`src/rtl/mux_scan_sequencer_if.sv`:
```
// rtl/mux_scan_sequencer_if.sv - scan handshake and mux select/sample bundle
// master: the sequencer; slave: the consumer plus the scanned mux.
interface mux_scan_sequencer_if #(
  parameter int N_IN  = 8,
  parameter int SEL_W = 3
);
  logic             start;
  logic             mux_out;
  logic [SEL_W-1:0] sel;
  logic             busy;
  logic             data_valid;
  logic [N_IN-1:0]  data_out;
  logic             parity_err;

  modport master (
    input  start, mux_out,
    output sel, busy, data_valid, data_out, parity_err
  );

  modport slave (
    output start, mux_out,
    input  sel, busy, data_valid, data_out, parity_err
  );
endinterface

```
`src/rtl/mux_scan_sequencer.sv`:
```
// rtl/mux_scan_sequencer.sv - steps an N:1 mux through every channel and assembles a word
// Optional SCAN_PARITY_EN: top channel is an even-parity bit, checked at end of scan.
module mux_scan_sequencer #(
  parameter int N_IN       = 8,
  parameter int SEL_W      = 3,
  parameter int SETTLE_CYC = 2
) (
  input  logic                clk,
  input  logic                rst_n,
  mux_scan_sequencer_if.master bus
);
  typedef enum logic [1:0] {IDLE, SETTLE, SAMPLE, DONE} state_t;

  localparam logic [3:0]       SETTLE_LAST = (SETTLE_CYC == 0) ? 4'd0 : 4'(SETTLE_CYC - 1);
  localparam logic [SEL_W-1:0] SEL_LAST    = SEL_W'(N_IN - 1);
  localparam bit               NO_SETTLE   = (SETTLE_CYC == 0);

  state_t            state;
  logic [3:0]        settle_cnt;
  logic [N_IN-1:0]   shadow;
  logic [SEL_W-1:0]  sel_r;
  logic              busy_r;
  logic              valid_r;
  logic [N_IN-1:0]   data_r;
`ifdef SCAN_PARITY_EN
  logic              perr_r;
`endif

  always_ff @(posedge clk or negedge rst_n) begin
    if (!rst_n) begin
      state      <= IDLE;
      settle_cnt <= 4'd0;
      shadow     <= '0;
      sel_r      <= '0;
      busy_r     <= 1'b0;
      valid_r    <= 1'b0;
      data_r     <= '0;
`ifdef SCAN_PARITY_EN
      perr_r     <= 1'b0;
`endif
    end else begin
      valid_r <= 1'b0;
      case (state)
        IDLE: begin
          if (bus.start) begin
            sel_r      <= '0;
            settle_cnt <= 4'd0;
            busy_r     <= 1'b1;
            state      <= NO_SETTLE ? SAMPLE : SETTLE;
          end
        end
        SETTLE: begin
          settle_cnt <= settle_cnt + 4'd1;
          if (settle_cnt == SETTLE_LAST) state <= SAMPLE;
        end
        SAMPLE: begin
          // Compare-per-bit keeps the write legal when N_IN < 2**SEL_W.
          for (int i = 0; i < N_IN; i++) begin
            if (sel_r == SEL_W'(i)) shadow[i] <= bus.mux_out;
          end
          if (sel_r == SEL_LAST) begin
            state <= DONE;
          end else begin
            sel_r      <= sel_r + 1'b1;
            settle_cnt <= 4'd0;
            state      <= NO_SETTLE ? SAMPLE : SETTLE;
          end
        end
        DONE: begin
          data_r  <= shadow;
          valid_r <= 1'b1;
          busy_r  <= 1'b0;
`ifdef SCAN_PARITY_EN
          perr_r  <= ^shadow;
`endif
          state   <= IDLE;
        end
        default: state <= IDLE;
      endcase
    end
  end

  assign bus.sel        = sel_r;
  assign bus.busy       = busy_r;
  assign bus.data_valid = valid_r;
  assign bus.data_out   = data_r;
`ifdef SCAN_PARITY_EN
  assign bus.parity_err = perr_r;
`else
  assign bus.parity_err = 1'b0;
`endif
endmodule

```
`src/flat_wrapper.sv`:
```
// flat-port wrapper written by rule: the top's interface ports become plain ports
module mux_scan_sequencer_flat 
#(
  parameter int N_IN       = 8,
  parameter int SEL_W      = 3,
  parameter int SETTLE_CYC = 2
)
  (clk, rst_n, bus_start, bus_mux_out, bus_sel, bus_busy, bus_data_valid, bus_data_out, bus_parity_err);
  mux_scan_sequencer_if #(.N_IN(N_IN), .SEL_W(SEL_W)) bus_i ();
  input  logic clk;
  input  logic rst_n;
  input wire logic [$bits(bus_i.start)-1:0] bus_start;
  input wire logic [$bits(bus_i.mux_out)-1:0] bus_mux_out;
  output wire logic [$bits(bus_i.sel)-1:0] bus_sel;
  output wire logic [$bits(bus_i.busy)-1:0] bus_busy;
  output wire logic [$bits(bus_i.data_valid)-1:0] bus_data_valid;
  output wire logic [$bits(bus_i.data_out)-1:0] bus_data_out;
  output wire logic [$bits(bus_i.parity_err)-1:0] bus_parity_err;
  assign bus_i.start = bus_start;
  assign bus_i.mux_out = bus_mux_out;
  assign bus_sel = bus_i.sel;
  assign bus_busy = bus_i.busy;
  assign bus_data_valid = bus_i.data_valid;
  assign bus_data_out = bus_i.data_out;
  assign bus_parity_err = bus_i.parity_err;
  mux_scan_sequencer #(.N_IN(N_IN), .SEL_W(SEL_W), .SETTLE_CYC(SETTLE_CYC)) u_core (.clk(clk), .rst_n(rst_n), .bus(bus_i));
endmodule
```
`config.mk`:
```
export PLATFORM = sky130hd
export DESIGN_NAME = mux_scan_sequencer_flat
export DESIGN_NICKNAME = d
export VERILOG_FILES = /design/src/rtl/mux_scan_sequencer_if.sv /design/src/rtl/mux_scan_sequencer.sv /design/src/flat_wrapper.sv
export SDC_FILE = /design/constraint.sdc
export NUM_CORES = 1
export LEC_CHECK = 0
export ABC_AREA = 1
export CAP_MARGIN = 20
export CORE_MARGIN = 8
export CORE_UTILIZATION = 60
export CTS_BUF_LIST = sky130_fd_sc_hd__clkbuf_8
export DETAILED_ROUTE_END_ITERATION = 8
export PLACE_DENSITY_LB_ADDON = 0.2
export SLEW_MARGIN = 20
export SYNTH_ARGS = -nofsm -noshare
export SYNTH_HDL_FRONTEND = slang
export SYNTH_SLANG_ARGS = --single-unit
```
`constraint.sdc`:
```
create_clock -name clk -period 3.7 [get_ports clk]
set_input_delay 0.37 -clock clk [delete_from_list [all_inputs] [get_ports clk]]
set_output_delay 0.37 -clock clk [all_outputs]
set_load 0.02 [all_outputs]
```
# Yosys cells after proc, flatten, opt, wreduce, memory -nomap -nowiden
# Index checks and enable logic that the tools add are counted.
dict set report totals {
  ff_bits 27
  input_bits 4
  out_inout_bits 14
  word_cells 60
}
dict set report op_classes {
  addsub 2
  eq_ne 14
  n_mux 13
  reduce_logical 17
}
# op count
set ops {}
lappend ops {{$reduce_and 2->1} 10}
lappend ops {{$eq 3x3->1 const B} 4}
lappend ops {{$pmux 4 s3} 1}
lappend ops {{$mux 4} 2}
lappend ops {{$pmux 2 s4} 1}
lappend ops {{$eq 3x2->1 const B} 2}
lappend ops {{$mux 2} 3}
lappend ops {{$mux 3} 2}
lappend ops {{$pmux 3 s2} 1}
lappend ops {{$reduce_and 3->1} 2}
lappend ops {{$add 4x1->4 const B} 1}
lappend ops {{$eq 2x2->1 const B} 2}
lappend ops {{$eq 4x1->1 const B} 1}
lappend ops {{$ne 2x2->1 const B} 2}
lappend ops {{$reduce_bool 2->1} 2}
lappend ops {{$add 3x1->3 const B} 1}
lappend ops {{$eq 3x1->1 const B} 1}
lappend ops {{$logic_not 3->1} 1}
lappend ops {{$reduce_bool 3->1} 1}
lappend ops {{$eq 2x1->1 const B} 1}
lappend ops {{$logic_not 2->1} 1}
lappend ops {{$mux 1} 2}
lappend ops {{$ne 2x1->1 const B} 1}
lappend ops {{$pmux 1 s2} 1}

# Depth between registers and ports, before layout
# Gate-level depths: netlist (run 1).
dict set report depth {
  word_depth 3
  depth_mapped 7
  depth_no_buf 7
}

# Least setup slack after synthesis (run 1)
# OpenSTA, ideal clock, no wires.
dict set report synth_timing {
  path_type {register to register}
  from {register u_core.sel_r[0] (netlist: u_core.bus.sel[0])}
  to {register u_core.settle_cnt[3]}
  setup_ns 0.117
  arrival_time_ns 1.254
  required_ns 3.583
  setup_slack_ns 2.329
  stages_incl_launch_ff 7
  path_buffers 0
  synth_period_minus_slack_ns 1.371
  path_cell_list {dfrtp_1 > ha_1 > ha_1 > o21ai_0 > nand2_1 > nand2_1 > nand2_1}
}
dict set report synth_via {
  elab_chain_len 3
}
# element line
set synth_rtl {}
lappend synth_rtl {{from (decl)} mux_scan_sequencer.sv:21} ;# logic [SEL_W-1:0] sel_r;
lappend synth_rtl {{from (signal assigned)} mux_scan_sequencer.sv:64} ;# sel_r <= sel_r + 1'b1;
lappend synth_rtl {{$eq 3x3->1} mux_scan_sequencer.sv:61} ;# if (sel_r == SEL_LAST) begin
lappend synth_rtl {{$ne 2x2->1 (no source line)} --}
lappend synth_rtl {{$reduce_and 3->1 (no source line)} --}
lappend synth_rtl {{to (signal assigned)} mux_scan_sequencer.sv:53} ;# settle_cnt <= settle_cnt + 4'd1;
lappend synth_rtl {{to (decl)} mux_scan_sequencer.sv:19} ;# logic [3:0] settle_cnt;
# Every way passes these cells.
# A chain may end at the register's enable or synchronous reset.

# Final worst setup path (run 1)
dict set report layout_timing {
  from {register u_core.sel_r[2] (netlist: u_core.bus.sel[2])}
  to {output bus_sel[2]}
}
# element line
set layout_rtl {}
lappend layout_rtl {{to (decl)} flat_wrapper.sv:14} ;# output wire logic [$bits(bus_i.sel)-1:0] bus_sel;
# No word-level cell between the ends.

==> results of run 1 <==
## sequential cells by signal (all words and copies together) (netlist names)
name	count
u_core.state	2
u_core.settle_cnt	4
u_core.bus.data_valid	1
u_core.bus.sel	3
u_core.bus.data_out	8
u_core.shadow	8
u_core.bus.busy	1
## worst max-delay path by stage
stage / to / cells past startpoint / slack, ps
floorplan: u_core.settle_cnt[3] / 6 / 2330
global placement: u_core.bus.busy / 1 / 1970
detailed placement: u_core.bus.busy / 1 / 1920
CTS: bus_sel[2] / 1 / 1860
global route: bus_sel[2] / 1 / 1810
finish: bus_sel[2] / 1 / 1870
## metrics by stage
step	util	setup WS, ps	area, sq um	hold WS [ps]
6_report	0.752	1870	1510	90.8
3_5_place_dp	0.732	1920	1470	456
4_1_cts	0.754	1860	1510	477
2_1_floorplan	-	2330	1290	74.4
3_3_place_gp	0.732	1970	1470	449
5_1_grt	0.752	1810	1510	129
## layout make-up
class / instances / share of cell area
clock buffer: 3 / 0.0274
clock inverter: 1 / 0.00249
inverter: 13 / 0.0357
multi-input combinational: 107 / 0.360
sequential: 27 / 0.449
tap: 27 / 0.0224
timing repair buffer: 16 / 0.103
## per-layer routing
layer  up-vias  GRT usage
li1        511          -
met1       459      0.149
met2        17      0.193
met3         5     0.0358
met4         0     0.0484
met5         -          0
## power breakdown
part | internal (W) | switching, W | leakage (nW)
combinational | 0.000218 | 0.000300 | 0.407
clock | 0.0000742 | 0.0000820 | 0.0269
sequential | 0.000407 | 0.0000922 | 0.327
total | 0.000699 | 0.000474 | 0.761
## cells by family (layout without fill, tap and decap cells)
family / Yosys count / after routing / synth area share
adders and majority gates: 8 / 8 / 0.0775
and+or+nand+nor: 88 / 88 / 0.300
buffers and inverters: 16 / 33 / 0.0572
DFF: 27 / 27 / 0.523
AOI/OAI and AO/OA: 10 / 10 / 0.0388
other: 1 / 1 / 0.00290
## cell usage after synthesis
library cell / count
buf_2: 1
or2_0: 2
buf_4: 2
nand4_1: 8
nor2_1: 2
inv_6: 1
ha_1: 8
inv_1: 9
conb_1: 1
o21ai_0: 9
inv_2: 3
nand2_2: 1
nand3_1: 10
o21ai_1: 1
nand2_1: 62
or2_2: 1
nor2_4: 1
dfrtp_1: 27
nand2_4: 1
==> flow_metrics.tcl, run 1 <==
set metrics [dict create \
    wl_met2_microns 1060 \
    grt_pass1_vias 942 \
    synth_sequential_area_ratio 0.523 \
    die_area_sq_mm 0.00389 \
    drt-total-wl_microns 2290 \
    rows 16 \
    core_area_sq_mm 0.00200 \
    port_buffers 16 \
    finalHoldViolations 0 \
    nets 180 \
    num_vias 992 \
    gr-usage-all-layers 0.121 \
    required_ps 3330 \
    worstMarginPinSlew_ps 573 \
    syn-num-nets 162 \
    reg2reg_to "u_core.settle_cnt[3]" \
    path_class "flop to primary output" \
    first_pass_iters 4 \
    r2r_cells 6 \
    yosys.area.top_type "dfrtp_1" \
    layout_commonest_cell "nand2_1" \
    postCtsHoldBufs 0 \
    layout-drive-gt1-share 0.0719 \
    max_freq_mhz 546 \
    regArea_sq_um 676 \
    cpLargestDelayFamily "buffers and inverters" \
    grt_pass1_wl_microns 3990 \
    cp_max_fo 10 \
    period_needed_ps 1830 \
    slowest_stage "clkdlybuf4s50_1" \
    clock_skew_ps 1.76 \
    slew_headroom 0.618 \
    ys_warn_count 0 \
    critPathArrivalTime_ps 1460 \
    r2r_setup_slack_ps 2320 \
    initial_core_util 0.645 \
    htreeDepth 1 \
    postCtsSetupRepairBufs 0 \
    slew_viol_final 0 \
    clock_tree.root_cell "clkbuf_8" \
    peakVddDrop_uv 435 \
    p_leak_nw 0.761 \
    ys_ff_latch 27 \
    grt_max_degree 28 \
    crit_chain "clkdlybuf4s50_1" \
    cellPowerDensity_mw_per_mm2 780 \
    io_pins 18 \
    timing.final.crit_share 0.495 \
    path_buf_inv 1 \
    cts_resized 0 \
    cts_buffers 3 \
    wl_met3_microns 104 \
    crit_path_max_incr_delay_ps 670 \
    grt-ovfl-total 0 \
    hold_class "primary input to async pin" \
    vias_per_cell 5.11 \
    start_kind "flop" \
    clock_sinks 27 \
    syn_inst 150 \
    final.setup.tns_ps 0 \
    multi_input_area_sq_um 542 \
    dp_cells 190 \
    path_clk_slew_ps 80 \
    final_cell_mix "nand2_1 (62), dfrtp_1 (27), clkdlybuf4s50_1 (15), inv_1 (10), nand3_1 (10)" \
    ys_types 19 \
    antenna_found_initial 0 \
    clkLatencyLatePin_ps 260 \
    rsz0062_at_grt "false" \
    area_growth_pct 16.6 \
    clockBufferDepth 2 \
    top_layer_used "met4" \
    drc 0 \
    first_iter_violations 18 \
    synthesis.area_sq_mm 0.00129 \
    die_h_microns 62.4 \
    tritoncts "yes" \
    wl_met1_microns 1100 \
    fin_cells 194 \
    setup_violations 0 \
    fin_total_pwr_w 0.00117 \
    antennaDiodeCount 0 \
    synth_top_area_frac 0.523 \
    worstSetupEndpointType "primary output" \
    reg2reg_from "u_core.bus.sel[0]" \
    fillCellCount 145 \
    critPathLaunch "u_core.bus.sel[2]" \
    synthTopCellsByArea "dfrtp_1 (52%), nand2_1 (18%), ha_1 (7.8%)" \
    antenna_left 0 \
    dieWidth_microns 62.4 \
    hpwl_microns 1690 \
    outcome "finished, final reports clean" \
    gp_congestion 0.805 \
    drv_cap 0 \
    wire_per_inst_microns 11.8 \
    syn_avg_cell_area_sq_um 8.61 \
]
Note: power is estimated with default switching activity, not from simulation.
==> inputs of run 2 (changes only) <==
--- a/config.mk
+++ b/config.mk
@@ -8,7 +8,7 @@
 export ABC_AREA = 1
 export CAP_MARGIN = 20
 export CORE_MARGIN = 8
-export CORE_UTILIZATION = 60
+export CORE_UTILIZATION = 56
 export CTS_BUF_LIST = sky130_fd_sc_hd__clkbuf_8
 export DETAILED_ROUTE_END_ITERATION = 8
 export PLACE_DENSITY_LB_ADDON = 0.2
==> constraint.sdc (replaced) <==
create_clock -name clk -period 1.73 [get_ports clk]
set_input_delay 0.173 -clock clk [delete_from_list [all_inputs] [get_ports clk]]
set_output_delay 0.173 -clock clk [all_outputs]
set_load 0.02 [all_outputs]
==> flow_metrics.tcl, run 2 (same netlist as run 1, synthesis figures left out) <==
set metrics [dict create \
    outcome "finished, final reports clean" \
    clock_tree.root_cell "clkbuf_8" \
    rows 17 \
    dieWidth_microns 64.0 \
    path_clk_slew_ps 90 \
    htreeDepth 1 \
    reg2reg_to "u_core.settle_cnt[3]" \
    postCtsHoldBufs 0 \
    clockBufferDepth 2 \
    drv_cap 0 \
    period_needed_ps 1690 \
    num_vias 1016 \
    core_area_sq_mm 0.00219 \
    setup_violations 0 \
    final_util 0.693 \
    clock_skew_ps 4.09 \
    hpwl_microns 1840 \
    initial_core_util 0.589 \
    antenna_found_initial 0 \
    finalHoldViolations 0 \
    required_ps 1560 \
    layout_commonest_cell "nand2_1" \
    cellPowerDensity_mw_per_mm2 1660 \
    peakVddDrop_uv 1340 \
    path_buf_inv 1 \
    dp_cells 192 \
    nets 181 \
    max_freq_mhz 593 \
    multi_input_area_sq_um 542 \
    path_class "flop to primary output" \
    slowest_stage "clkdlybuf4s50_1" \
    rsz0062_at_grt "false" \
    io_pins 18 \
    fin_cells 196 \
    hold_class "primary input to async pin" \
    r2r_cells 6 \
    r2r_setup_slack_ps 190 \
    cts_buffers 3 \
    cts_resized 0 \
    grt_pass1_wl_microns 4240 \
    layout-drive-gt1-share 0.0714 \
    design_area_sq_mm 0.00152 \
    gr-usage-all-layers 0.127 \
    critPathArrivalTime_ps 1510 \
    drt-total-wl_microns 2470 \
    clock_sinks 27 \
    area_growth_pct 17.6 \
    crit_path_max_incr_delay_ps 680 \
    gp_congestion 0.788 \
    p_leak_nw 0.766 \
    regArea_sq_um 676 \
    antenna_left 0 \
    tritoncts "yes" \
    antennaDiodeCount 0 \
    grt_pass1_vias 966 \
    port_buffers 16 \
    reg2reg_from "u_core.bus.sel[0]" \
    cp_max_fo 10 \
    placed_cell_area_sq_mm 0.00147 \
    setup_ws_ps 44.9 \
    die_area_sq_mm 0.00410 \
    grt_max_degree 28 \
    grt-ovfl-total 0 \
    vias_per_cell 5.18 \
    wire_per_inst_microns 12.6 \
    final.setup.tns_ps 0 \
    worstSetupEndpointType "primary output" \
    clkLatencyLatePin_ps 260 \
    fillCellCount 177 \
    start_kind "flop" \
    post-place-ws_ps 249 \
    die_h_microns 64.0 \
    timing.final.crit_share 0.974 \
    drc 0 \
    cpLargestDelayFamily "buffers and inverters" \
    crit_chain "clkdlybuf4s50_1" \
    final_cell_mix "nand2_1 (62), dfrtp_1 (27), clkdlybuf4s50_1 (16), inv_1 (10), nand3_1 (10)" \
    first_iter_violations 27 \
    slew_viol_final 0 \
    postCtsSetupRepairBufs 0 \
    first_pass_iters 4 \
]
-- run 2: cell count changes in the layout (fill, tap and decap cells not counted) --
cell	previous run	this run
buf_2	1	0
clkdlybuf4s50_1	15	16
buf_4	0	1
-- run 2: per-layer routing --
layer / share of wire / track usage / vias up
met1: 0.46 / 0.155 / 481
met2: 0.47 / 0.208 / 17
met4: 0.0057 / 0.0501 / 0
li1: - / - / 516
met3: 0.058 / 0.0314 / 2
met5: 0 / 0 / -
-- run 2: final cells by class --
cell class	instances	area share
clock buffer	3	0.0272
clock inverter	1	0.00247
inverter	13	0.0354
multi-input combinational	107	0.357
sequential	27	0.445
tap	28	0.0231
timing repair buffer	17	0.110
-- run 2: worst reg2reg max path, cell delays in order, from the launching register on --
cell,delay (ps)
dfrtp_1,440
ha_1,250
ha_1,210
o21ai_0,230
nand2_1,160
nand2_1,90
nand2_1,60
-- run 2: worst max path at each step --
| stage | startpoint | to | slack (ps) | depth (start not counted) |
|---|---|---|---|---|
| final | u_core.bus.sel[2] | bus_sel[2] | 40 | 1 |
| after detailed placement | u_core.bus.sel[0] | u_core.settle_cnt[3] | 250 | 6 |
| after global routing | u_core.bus.sel[2] | bus_sel[2] | 10 | 1 |
| after global placement | u_core.bus.sel[0] | u_core.settle_cnt[3] | 370 | 6 |
| after CTS | u_core.bus.sel[2] | bus_sel[2] | 50 | 1 |
| after floorplan | u_core.bus.sel[0] | u_core.settle_cnt[3] | 360 | 6 |
-- run 2: where the power goes --
group          internal, W  switching (W)  total, W
Clock             0.000159       0.000177  0.000336
Combinational     0.000470       0.000654   0.00112
Sequential        0.000870       0.000197   0.00107
Total              0.00150        0.00103   0.00253
-- run 2: through the flow --
step	hold slack (ps)	power, W
floorplan	-123	0.00177
global placement	457	0.00215
detailed placement	462	0.00221
CTS	286	0.00255
global route	294	0.00274
finish	279	0.00253
==> inputs of run 3 (changes only) <==
--- a/config.mk
+++ b/config.mk
@@ -7,11 +7,12 @@
 export LEC_CHECK = 0
 export ABC_AREA = 1
 export CAP_MARGIN = 20
-export CORE_MARGIN = 8
+export CORE_MARGIN = 3
 export CORE_UTILIZATION = 56
 export CTS_BUF_LIST = sky130_fd_sc_hd__clkbuf_8
 export DETAILED_ROUTE_END_ITERATION = 8
 export PLACE_DENSITY_LB_ADDON = 0.2
+export REMOVE_ABC_BUFFERS = 1
 export SLEW_MARGIN = 20
 export SYNTH_ARGS = -nofsm -noshare
 export SYNTH_HDL_FRONTEND = slang
==> flow_metrics.tcl, run 3 (same netlist as run 1, synthesis figures left out) <==
set metrics [dict create \
    outcome "finished, final reports clean" \
    grt_max_degree 28 \
    initial_core_util 0.626 \
    first_iter_violations 23 \
    rsz0062_at_grt "false" \
    htreeDepth 1 \
    final_cell_mix "nand2_1 (62), dfrtp_1 (27), clkdlybuf4s50_1 (16), inv_1 (10), nand3_1 (10)" \
    core_area_sq_mm 0.00206 \
    antennaDiodeCount 0 \
    die_area_sq_mm 0.00292 \
    drv_cap 0 \
    num_vias 1002 \
    clock_skew_ps 1.31 \
    path_clk_slew_ps 90 \
    cts_buffers 3 \
    whs_ps 280 \
    first_pass_iters 4 \
    final.setup.tns_ps 0 \
    hold_class "primary input to async pin" \
    tritoncts "yes" \
    cellPowerDensity_mw_per_mm2 1660 \
    p_leak_nw 0.766 \
    setup_violations 0 \
    io_pins 18 \
    wire_per_inst_microns 12.1 \
    vias_per_cell 5.14 \
    crit_path_max_incr_delay_ps 670 \
    start_kind "flop" \
    slew_viol_final 0 \
    drc 0 \
    layout_commonest_cell "nand2_1" \
    dp_cells 191 \
    grt-ovfl-total 0 \
    fin_cells 195 \
    postCtsHoldBufs 0 \
    cts_resized 0 \
    gr-usage-all-layers 0.201 \
    critPathArrivalTime_ps 1450 \
    antenna_left 0 \
    slowest_stage "clkdlybuf4s50_1" \
    clockBufferDepth 2 \
    peakVddDrop_uv 1120 \
    clock_tree.root_cell "clkbuf_8" \
    dieWidth_microns 54.0 \
    period_needed_ps 1630 \
    area_growth_pct 17.5 \
    postCtsSetupRepairBufs 0 \
    path_class "flop to primary output" \
    crit_chain "clkdlybuf4s50_1" \
    clock_sinks 27 \
    drt-total-wl_microns 2350 \
    clkLatencyLatePin_ps 270 \
    finalHoldViolations 0 \
    grt_pass1_wl_microns 4230 \
    cpLargestDelayFamily "buffers and inverters" \
    cp_max_fo 10 \
    max_freq_mhz 615 \
    hpwl_microns 1750 \
    fin_total_pwr_w 0.00252 \
    timing.final.crit_share 0.940 \
    port_buffers 16 \
    worstSetupEndpointType "primary output" \
    path_buf_inv 1 \
    die_h_microns 54.0 \
    rows 16 \
    required_ps 1560 \
    layout-drive-gt1-share 0.0714 \
    nets 181 \
    gp_congestion 0.892 \
    grt_pass1_vias 993 \
    antenna_found_initial 0 \
]
## run 3: cell counts in the layout (fill, tap and decap cells not counted)
No cell type changed its count.
## run 3: power by group
group	total, W	internal [W]	switching [W]
sequential	0.00107	0.000870	0.000202
clock	0.000342	0.000159	0.000183
combinational	0.00111	0.000470	0.000637
total	0.00252	0.00150	0.00102
## run 3: cell type report
cell class / count / area [sq um]
inverters: 13 / 53.8
multi-input cells: 107 / 542
clock buffers: 3 / 41.3
clock inverters: 1 / 3.75
well taps: 27 / 33.8
repair buffers: 17 / 168
fillers: 149 / 544
flip-flops and latches: 27 / 676
## run 3: final timing paths
path / startpoint / slack, ps / cells past startpoint / to
worst min-delay path: rst_n / 280 / 2 / u_core.bus.data_out[2]
max in group asynchronous: rst_n / 1200 / 2 / u_core.bus.data_out[3]
worst max-delay path: u_core.bus.sel[2] / 100 / 1 / bus_sel[2]
min in group clk: u_core.shadow[2] / 480 / 2 / u_core.bus.data_out[2]
worst max register to register: u_core.bus.sel[0] / 300 / 6 / u_core.settle_cnt[2]
worst min register to register: u_core.shadow[2] / 480 / 2 / u_core.bus.data_out[2]
## run 3: per-layer routing
| layer | share of wire | global-route usage | vias up |
|---|---|---|---|
| met4 | 0.020 | 0.0747 | 0 |
| li1 | - | - | 510 |
| met1 | 0.45 | 0.243 | 462 |
| met5 | 0 | 0 | - |
| met2 | 0.48 | 0.347 | 24 |
| met3 | 0.047 | 0.0443 | 6 |
## run 3: through the flow
stage               worst slack, ps  cell area, sq um  utilization
global placement                384              1470        0.714
global route                   16.9              1520        0.736
CTS                            85.4              1520        0.736
floorplan                       359              1270            -
detailed placement              331              1470        0.714
finish                          104              1520        0.736
